===== src/rtl/collision_check_pkg.sv =====
`default_nettype none
// ============================================================================
// Module      : collision_check_pkg
// Description : Shared definitions for the collision checker: FSM state
//               encoding, default board dimensions, the piece type
//               enumeration, the piece offset table and the board
//               coordinate-to-address mapping.
// Contents    : c_ST_* state constants, c_BOARD_W_DEF / c_BOARD_H_DEF,
//               piece_e, piece_offsets_t, piece_offsets(), coord_to_addr()
// Revision    : 1.0 - initial release
// ============================================================================
package collision_check_pkg;

  // Board dimension defaults (cells)
  localparam int unsigned c_BOARD_W_DEF = 10;
  localparam int unsigned c_BOARD_H_DEF = 24;

  // FSM state encoding
  localparam logic [2:0] c_ST_IDLE   = 3'd0;
  localparam logic [2:0] c_ST_ADDR   = 3'd1;
  localparam logic [2:0] c_ST_WAIT   = 3'd2;
  localparam logic [2:0] c_ST_SAMPLE = 3'd3;
  localparam logic [2:0] c_ST_DONE   = 3'd4;

  typedef enum logic [2:0] {
    PIECE_I    = 3'd0,
    PIECE_O    = 3'd1,
    PIECE_T    = 3'd2,
    PIECE_S    = 3'd3,
    PIECE_Z    = 3'd4,
    PIECE_J    = 3'd5,
    PIECE_L    = 3'd6,
    PIECE_NONE = 3'd7
  } piece_e;

  // Cell k of a piece lives in bits [2k+1:2k] of each field.
  typedef struct packed {
    logic [7:0] x_offsets;
    logic [7:0] y_offsets;
  } piece_offsets_t;

  // Offset table. Shapes are given for rotation 0 inside a 4x4 box;
  // each rotation step maps (x,y) -> (3-y, x), which keeps every offset
  // in the unsigned 0..3 range.
  function automatic piece_offsets_t piece_offsets(input piece_e p, input logic [1:0] rot);
    piece_offsets_t res;
    logic [7:0] bx;
    logic [7:0] by;
    logic [1:0] x;
    logic [1:0] y;
    logic [1:0] t;
    case (p)
      PIECE_I: begin bx = {2'd3, 2'd2, 2'd1, 2'd0}; by = {2'd0, 2'd0, 2'd0, 2'd0}; end
      PIECE_T: begin bx = {2'd1, 2'd2, 2'd1, 2'd0}; by = {2'd1, 2'd0, 2'd0, 2'd0}; end
      PIECE_S: begin bx = {2'd1, 2'd0, 2'd2, 2'd1}; by = {2'd1, 2'd1, 2'd0, 2'd0}; end
      PIECE_Z: begin bx = {2'd2, 2'd1, 2'd1, 2'd0}; by = {2'd1, 2'd1, 2'd0, 2'd0}; end
      PIECE_J: begin bx = {2'd2, 2'd1, 2'd0, 2'd0}; by = {2'd1, 2'd1, 2'd1, 2'd0}; end
      PIECE_L: begin bx = {2'd2, 2'd1, 2'd0, 2'd2}; by = {2'd1, 2'd1, 2'd1, 2'd0}; end
      default: begin bx = {2'd1, 2'd0, 2'd1, 2'd0}; by = {2'd1, 2'd1, 2'd0, 2'd0}; end
    endcase
    res = '0;
    for (int k = 0; k < 4; k++) begin
      x = bx[2*k +: 2];
      y = by[2*k +: 2];
      for (int r = 1; r < 4; r++) begin
        if (r <= int'(rot)) begin
          t = x;
          x = 2'd3 - y;
          y = t;
        end
      end
      res.x_offsets[2*k +: 2] = x;
      res.y_offsets[2*k +: 2] = y;
    end
    return res;
  endfunction

  // Row-major board address: y * width + x.
  function automatic logic [7:0] coord_to_addr(input logic [5:0] cx, input logic [6:0] cy,
                                               input int unsigned board_w);
    logic [15:0] a;
    a = 16'(cy) * 16'(board_w) + 16'(cx);
    return a[7:0];
  endfunction

endpackage
`default_nettype wire


===== src/rtl/collision_check_cell_bounds.sv =====
`default_nettype none
// ============================================================================
// Module      : cell_bounds
// Description : Combinational cell coordinate and bounds check. Adds a 2-bit
//               offset to the anchor with a widened result so that sums past
//               the field range never wrap back onto the board.
// Ports       : x_anc[4:0], y_anc[5:0]  anchor coordinates
//               xoff[1:0],  yoff[1:0]   cell offsets
//               cx[5:0], cy[6:0]        cell coordinates
//               oob                     cell lies off the board
// Revision    : 1.0 - initial release
// ============================================================================
module cell_bounds
  import collision_check_pkg::*;
#(
  parameter int unsigned BOARD_W = c_BOARD_W_DEF,
  parameter int unsigned BOARD_H = c_BOARD_H_DEF
) (
  input  logic [4:0] x_anc,
  input  logic [5:0] y_anc,
  input  logic [1:0] xoff,
  input  logic [1:0] yoff,
  output logic [5:0] cx,
  output logic [6:0] cy,
  output logic       oob
);

  assign cx  = {1'b0, x_anc} + {4'b0000, xoff};
  assign cy  = {1'b0, y_anc} + {5'b00000, yoff};
  assign oob = (32'(cx) >= BOARD_W) || (32'(cy) >= BOARD_H);

endmodule
`default_nettype wire


===== src/rtl/collision_check.sv =====
`default_nettype none
// ============================================================================
// Module      : collision_check
// Description : Reads the board RAM at the four cells a candidate tetromino
//               would occupy and reports whether any cell is occupied or off
//               the board. Read-only user of the shared board RAM port.
// Ports       : clk, resetn          clock, async active-low reset
//               start                request, honoured only when idle
//               x_anc, y_anc         candidate anchor
//               block, rotation      piece type and rotation
//               ram_q                board RAM read data (0 = empty)
//               ram_addr             registered board RAM read address
//               busy, done           status; done is a one-cycle pulse
//               collision            result, held until the next start
// Options     : EARLY_EXIT_EN - stop at the first hit or off-board cell
// Revision    : 1.0 - initial release
// ============================================================================
module collision_check
  import collision_check_pkg::*;
#(
  parameter int unsigned BOARD_W  = c_BOARD_W_DEF,
  parameter int unsigned BOARD_H  = c_BOARD_H_DEF,
  parameter int unsigned READ_LAT = 1
) (
  input  logic       clk,
  input  logic       resetn,
  input  logic       start,
  input  logic [4:0] x_anc,
  input  logic [5:0] y_anc,
  input  logic [2:0] block,
  input  logic [1:0] rotation,
  input  logic [5:0] ram_q,
  output logic [7:0] ram_addr,
  output logic       busy,
  output logic       done,
  output logic       collision
);

  localparam int unsigned CNT_W = (READ_LAT > 1) ? $clog2(READ_LAT) : 1;

  logic [2:0]       state_q, state_d;
  logic [1:0]       idx_q, idx_d;
  logic [4:0]       x_q, x_d;
  logic [5:0]       y_q, y_d;
  logic [2:0]       blk_q, blk_d;
  logic [1:0]       rot_q, rot_d;
  logic             coll_q, coll_d;
  logic             oob_q, oob_d;
  logic [7:0]       addr_q, addr_d;
  logic [CNT_W-1:0] cnt_q, cnt_d;

  piece_offsets_t   w_offs;
  logic [1:0]       w_xoff;
  logic [1:0]       w_yoff;
  logic [5:0]       w_cx;
  logic [6:0]       w_cy;
  logic             w_oob;
  logic             w_hit;

  // Offsets of the current cell, taken from the latched piece.
  assign w_offs = piece_offsets(piece_e'(blk_q), rot_q);
  assign w_xoff = w_offs.x_offsets[{idx_q, 1'b0} +: 2];
  assign w_yoff = w_offs.y_offsets[{idx_q, 1'b0} +: 2];

  cell_bounds #(
    .BOARD_W (BOARD_W),
    .BOARD_H (BOARD_H)
  ) u_cell_bounds (
    .x_anc (x_q),
    .y_anc (y_q),
    .xoff  (w_xoff),
    .yoff  (w_yoff),
    .cx    (w_cx),
    .cy    (w_cy),
    .oob   (w_oob)
  );

  // An off-board cell counts as a hit whatever the RAM returns.
  assign w_hit = oob_q | (ram_q != 6'd0);

  always_comb begin
    state_d = state_q;
    idx_d   = idx_q;
    x_d     = x_q;
    y_d     = y_q;
    blk_d   = blk_q;
    rot_d   = rot_q;
    coll_d  = coll_q;
    oob_d   = oob_q;
    addr_d  = addr_q;
    cnt_d   = cnt_q;
    case (state_q)
      c_ST_IDLE: begin
        if (start) begin
          x_d     = x_anc;
          y_d     = y_anc;
          blk_d   = block;
          rot_d   = rotation;
          coll_d  = 1'b0;
          idx_d   = 2'd0;
          state_d = c_ST_ADDR;
        end
      end
      c_ST_ADDR: begin
        oob_d  = w_oob;
        // Off-board cells park the address at 0 rather than alias a real cell.
        addr_d = w_oob ? 8'd0 : coord_to_addr(w_cx, w_cy, BOARD_W);
        cnt_d  = CNT_W'(READ_LAT - 1);
`ifdef EARLY_EXIT_EN
        if (w_oob) begin
          coll_d  = 1'b1;
          state_d = c_ST_DONE;
        end else begin
          state_d = c_ST_WAIT;
        end
`else
        state_d = c_ST_WAIT;
`endif
      end
      c_ST_WAIT: begin
        if (cnt_q == '0) begin
          state_d = c_ST_SAMPLE;
        end else begin
          cnt_d = cnt_q - 1'b1;
        end
      end
      c_ST_SAMPLE: begin
        coll_d = coll_q | w_hit;
        if (idx_q == 2'd3) begin
          state_d = c_ST_DONE;
        end else begin
          idx_d   = idx_q + 2'd1;
          state_d = c_ST_ADDR;
        end
`ifdef EARLY_EXIT_EN
        if (w_hit) begin
          state_d = c_ST_DONE;
        end
`endif
      end
      c_ST_DONE: begin
        state_d = c_ST_IDLE;
      end
      default: begin
        state_d = c_ST_IDLE;
      end
    endcase
  end

  always_ff @(posedge clk or negedge resetn) begin
    if (!resetn) begin
      state_q <= c_ST_IDLE;
      idx_q   <= 2'd0;
      x_q     <= 5'd0;
      y_q     <= 6'd0;
      blk_q   <= 3'd0;
      rot_q   <= 2'd0;
      coll_q  <= 1'b0;
      oob_q   <= 1'b0;
      addr_q  <= 8'd0;
      cnt_q   <= '0;
    end else begin
      state_q <= state_d;
      idx_q   <= idx_d;
      x_q     <= x_d;
      y_q     <= y_d;
      blk_q   <= blk_d;
      rot_q   <= rot_d;
      coll_q  <= coll_d;
      oob_q   <= oob_d;
      addr_q  <= addr_d;
      cnt_q   <= cnt_d;
    end
  end

  assign busy      = (state_q != c_ST_IDLE);
  assign done      = (state_q == c_ST_DONE);
  assign collision = coll_q;
  assign ram_addr  = addr_q;

endmodule
`default_nettype wire


===== config.mk =====
export PLATFORM = sky130hd
export DESIGN_NAME = collision_check
export DESIGN_NICKNAME = d
export VERILOG_FILES = /design/src/rtl/collision_check_pkg.sv /design/src/rtl/collision_check_cell_bounds.sv /design/src/rtl/collision_check.sv
export SDC_FILE = /design/constraint.sdc
export NUM_CORES = 1
export LEC_CHECK = 0
export CORE_MARGIN = 8
export CORE_UTILIZATION = 30
export CTS_CLUSTER_SIZE = 20
export DETAILED_ROUTE_END_ITERATION = 8
export PLACE_DENSITY = 0.47
export SYNTH_ARGS = -nofsm -noshare
export SYNTH_HDL_FRONTEND = slang
export SYNTH_SLANG_ARGS = --single-unit

===== constraint.sdc =====
create_clock -name clk -period 5.3 [get_ports clk]
set_input_delay 0.53 -clock clk [delete_from_list [all_inputs] [get_ports clk]]
set_output_delay 0.53 -clock clk [all_outputs]
set_load 0.02 [all_outputs]

* Word-level counts from Yosys, hierarchy flattened
Cells that the tools add are included.
** Storage, ports and cells
- Register bits after elaboration :: 32
- Latch bits :: 0
- RAM bits :: 0
- Bits in read-only memories :: 0
- Input bits :: 25
- Output and inout port bits :: 11
- Memories kept :: 0
** Operators by class
- Add/subtract/negate cells :: 17
- Multipliers :: 1
- Div/mod/pow operators :: 0
- Magnitude comparators :: 5
- Eq/ne operators :: 13
- Shifts and indexed selects :: 2
- Muxes and demuxes :: 38
- Bitwise logic cells :: 2
- Reduce and logical (&&, ||, !) cells :: 12
** Operators with widths (number)
- $mux W2 :: 26
- $pmux W8 S6 :: 1
- $sub A2 B2 Y2 const A :: 12
- $pmux W7 S3 :: 1
- $shiftx A8 B4 Y2 :: 2
- $eq A3 B2 Y1 const B :: 4
- $eq A3 B3 Y1 const B :: 4
- $pmux W3 S4 :: 1
- $mux W3 :: 3
- $add A8 B6 Y8 :: 1
- $mux W8 :: 1
- $add A6 B2 Y7 :: 1
- $ge A7 B5 Y1 const B :: 1
- $mul A7 B3 Y7 const B :: 1
- $add A5 B2 Y6 :: 1
- $ge A6 B4 Y1 const B :: 1
- $logic_not A3 Y1 :: 2
- $ne A2 B2 Y1 const B :: 3
- $reduce_and A2 Y1 :: 3
- $reduce_bool A6 Y1 :: 1
- $le A2 B2 Y1 const A :: 2
- $pmux W1 S2 :: 2
- $pmux W2 S2 :: 1
- $reduce_bool A2 Y1 :: 2
- other kinds (11) :: 13

* Logic depth before layout (Yosys ltp)
- Depth after elaboration :: 13
- Depth in mapped cells :: 19
- Gate-level depth less buffers :: 18

* Modules after synthesis
Synthesis repeated with hierarchy kept, for this count alone.
** Second synthesis, totals
- Cells, all modules :: 218
- Area, all modules :: 2218.4 µm²
** By module, submodules not included
- collision_check :: instances 1, cells each 180, area an instance 1923.1 µm²
- cell_bounds :: instances 1, cells each 38, area an instance 295.3 µm²

* Least setup slack after synthesis
Ideal clock, no wire load.
- Path type :: reg-to-reg
- Start :: register blk_q[2]
- End :: register addr_q[7], in the netlist ram_addr[7]
- Setup time :: 0.121 ns
- Arrival time :: 4.358 ns
- Data required time :: 5.179 ns
- Slack :: 0.821 ns
- Stages on the path, launching flop included :: 20
- Buffers on the path :: 1
- Clock period less this slack :: 4.479 ns
- Cells stage by stage :: dfrtp_1 > clkbuf_1 > o21ai_0 > a21o_1 > a32o_1 > a221oi_1 > xnor2_1 > ha_1 > inv_1 > fa_1 > nand3b_1 > xnor2_1 > ha_1 > fa_1 > ha_1 > o21ai_0 > nor2_1 > o21ai_0 > xnor3_1 > a22o_2
** Between the ends
- Longest elaborated chain between the ends :: 13
- Elaborated cells on any way between the ends :: 54
- Classes of those cells :: 14 x add/sub; 1 x mul; 2 x order compare; 5 x eq/ne; 2 x shift; 27 x mux; 3 x reduce/logical
** RTL lines
- start: declaration :: RTL line collision_check.sv:45 : logic [2:0] blk_q, blk_d;
- start signal: assignment :: RTL line collision_check.sv:167 : blk_q <= blk_d;
- parallel branches: the longest is 12 deep, another holds $add A8 B6 Y8
- $mux W8 * :: RTL line collision_check.sv:107 : addr_d = w_oob ? 8'd0 : coord_to_addr(w_cx, w_cy, BOARD_W);
- end signal: assignment :: RTL line collision_check.sv:171 : addr_q <= addr_d;
- end: declaration :: RTL line collision_check.sv:49 : logic [7:0] addr_q, addr_d;
Mark *: on every way between the ends.
A chain may end at the register's enable or synchronous reset.

* Worst setup path after layout
- Start :: register blk_q[1]
- End :: register addr_q[7], in the netlist ram_addr[7]
Same word-level chain as after synthesis.

==> impl_metrics.tcl <==
set metrics [dict create \
    met1Wirelength_mm 2.444 \
    synth_top_family_by_area "compound AO/OA/AOI/OAI gates" \
    io_buffers 35 \
    ys_ff_latch 31 \
    worst_pin_slew_ps 1021 \
    period_needed_ps 4740 \
    min_period_over_period_pct 89.43 \
    antenna_found_initial 0 \
    synth_compound_gate_area_share_pct 19.00 \
    drc_errors 0 \
    async_flop_share_pct 100.0 \
    cts_buffers 5 \
    synth-edff-count 0 \
    rr_worst_depth 18 \
    hold_viol_final 0 \
    cts_hold_buf 0 \
    cts_buffer_depth 2 \
    clock_latency_ps 280 \
    worstHoldPathType "flip-flop to flip-flop" \
    dp_hpwl_mm 3.607 \
    die_h_um 101.4 \
    vias 1705 \
    overflow 0 \
    syn_inst 216 \
    post_cts_resized 0 \
    top_layer_used "met4" \
    cp-end-kind "flip-flop" \
    rsz0062_at_grt "no" \
    grt_pass1_vias 1749 \
    synth_area_sq_mm 0.002186 \
    layout.nets 295 \
    ys_seq_area_share_pct 35.49 \
    grt.total_usage_pct 10.97 \
    syn_to_final_growth_pct 24.10 \
    grt_pass1_wl_mm 8.721 \
    cts_tree "done" \
    ant_nets 0 \
    finalSetupTns_ps 0 \
    setup_viol 0 \
    rows 31 \
    avgSynthCellArea_sq_um 10.12 \
    antenna_cells 0 \
    die_area_sq_mm 0.01027 \
    fmax_mhz 211.0 \
    maxCapViolCount 0 \
    gp_congestion 0.7611 \
    synth_fp_nets 262 \
    drtIter0Drc 73 \
    critPathKind "flip-flop to flip-flop" \
    start_kind "flip-flop" \
    min_path_cells 1 \
    crit_start "blk_q[1]$_DFFE_PN0P_" \
    cts.sinks 31 \
    ctsHtreeMaxLevel 2 \
    ys_warn_count 0 \
    status "finished clean" \
    synth.area.mux_share_pct 7.155 \
    root_buffer "clkbuf_8" \
    clk_pin_slew_ps 70 \
    initial_core_util_pct 30.63 \
    wl_met3_um 360 \
    via_per_inst 4.885 \
    worstHoldStart "ram_addr[6]$_DFFE_PN0P_" \
    routedWlPerCell_um 14.29 \
    post-cts-setup-buffers 0 \
    layout-drive-gt1-share_pct 14.00 \
    yosys.area_share.simple_pct 12.54 \
    reg2reg_from "blk_q[1]$_DFFE_PN0P_" \
    io_pins 36 \
    synth_cell_type_count 46 \
    finClkSkew_ps 4.725 \
    ys.flop_type "dfrtp_1" \
    maxSlewHeadroom_pct 31.88 \
    required_ps 5480 \
    final-max-slew-violation-count 0 \
    die-width_um 101.4 \
    min_to "ram_addr[6]$_DFFE_PN0P_" \
    synth_xor_area_share_pct 8.243 \
    synth-adder-area-share_pct 13.39 \
    dr_wl_met2_mm 2.104 \
    core_sq_mm 0.007137 \
    worst_ep_arrival_time_ps 4920 \
    path_max_fanout 15 \
    drtPass1Iterations 4 \
    r2r_end "ram_addr[7]$_DFFE_PN0P_" \
    wirelength_mm 4.986 \
    ff2ff_setup_slack_ps 560 \
    grt_start_max_net_pins 32 \
]
==> routing by layer <==
metal | vias up | global-route usage [%]
li1 | 848 | -
met1 | 807 | 14.09
met2 | 45 | 16.35
met3 | 5 | 4.055
met4 | 0 | 4.124
met5 | - | 0
==> placed cells by master, fill, tap and decap left out, types with 7 or more instances in the layout <==
| cell | count |
|---|---|
| xnor2_1 | 11 |
| inv_1 | 11 |
| xor2_1 | 7 |
| dfrtp_1 | 31 |
| nand2_1 | 8 |
| a22o_2 | 7 |
| clkdlybuf4s50_1 | 35 |
| mux2_2 | 13 |
| nor2_1 | 12 |
| a21oi_1 | 13 |
| o21ai_0 | 14 |
| ha_1 | 17 |
==> worst max path at each step <==
| stage | end | slack [ps] |
|---|---|---|
| detailed placement | ram_addr[7]$_DFFE_PN0P_ | 560 |
| global route | ram_addr[7]$_DFFE_PN0P_ | 170 |
| floorplan | ram_addr[7]$_DFFE_PN0P_ | 820 |
| CTS | ram_addr[7]$_DFFE_PN0P_ | 570 |
| global placement | ram_addr[7]$_DFFE_PN0P_ | 630 |
| finish | ram_addr[7]$_DFFE_PN0P_ | 560 |
==> per-stage QoR <==
step | hold WS (ps) | setup WS, ps | cells | cell area, sq um | util, %
after floorplan | 234.4 | 821.2 | 216 | 2186 | -
after global placement | 478.6 | 633.1 | 341 | 2628 | 36.82
after detailed placement | 488.8 | 558.9 | 341 | 2628 | 36.82
after CTS | 506.5 | 569.7 | 349 | 2713 | 38.01
after global routing | 529.4 | 172.9 | 349 | 2713 | 38.01
final | 503.3 | 560.0 | 349 | 2713 | 38.01
==> area by class of cell <==
| class | instances | area, sq um |
|---|---|---|
| multi-input cells | 163 | 1321 |
| repair buffers | 37 | 365.4 |
| inverters | 11 | 41.29 |
| fillers | 768 | 4424 |
| well taps | 99 | 123.9 |
| clock inverters | 2 | 12.51 |
| flip-flops and latches | 31 | 775.7 |
| clock buffers | 6 | 72.57 |
==> synth_stat cells, types with 2 or more instances <==
cell | count | area share [%]
a22o_2 | 7 | 3.2
o21ai_0 | 14 | 3.2
a211oi_1 | 3 | 1.0
nand2_1 | 8 | 1.4
nand3b_1 | 6 | 2.1
inv_1 | 11 | 1.9
xnor2_1 | 11 | 4.4
a32o_1 | 2 | 0.92
nor2_1 | 13 | 2.2
mux2_2 | 13 | 6.7
a21oi_1 | 13 | 3.0
ha_1 | 17 | 9.7
or2_2 | 3 | 0.86
fa_1 | 4 | 3.7
a21o_1 | 6 | 2.1
xor2_1 | 7 | 2.8
and3_1 | 3 | 0.86
o211ai_1 | 2 | 0.69
o22ai_1 | 2 | 0.57
nand2b_1 | 3 | 0.86
dfrtp_1 | 31 | 35
nand3_1 | 4 | 0.92
clkbuf_1 | 8 | 1.4
nor3_1 | 3 | 0.69
==> sequential cells by signal (all words and copies together), names as in the netlist <==
register and cells:
ram_addr 8, y_q 6, x_q 5, blk_q 3, state_q 3, idx_q 2, rot_q 2, collision 1
oob_q 1
==> kinds of logic (layout without fill, tap and decap cells) <==
logic type,Yosys count,in the layout
AND/OR/NAND/NOR,51,51
AO/OA/AOI/OAI,58,58
XOR/XNOR,19,19
flip-flops,31,31
buffers and inverters,22,56
multiplexers,14,14
adder cells (fa/ha/maj),21,21
==> worst max-delay path, cell delays in order, from the launching register on <==
cell and delay [ps]:
dfrtp_1 600, o21ai_0 160, a21o_1 200, a32o_1 200, a221oi_1 320, xnor2_1 170, ha_1 190, inv_1 60
fa_1 420, nand3b_1 240, xnor2_1 160, ha_1 320, fa_1 480, ha_1 340, o21ai_0 90, nor2_1 70
o21ai_0 170, xnor3_1 230, a22o_2 220
Power is left out: the tool's default activity adds up to more than one toggle a clock period on the data nets, which glitch-free logic cannot reach.
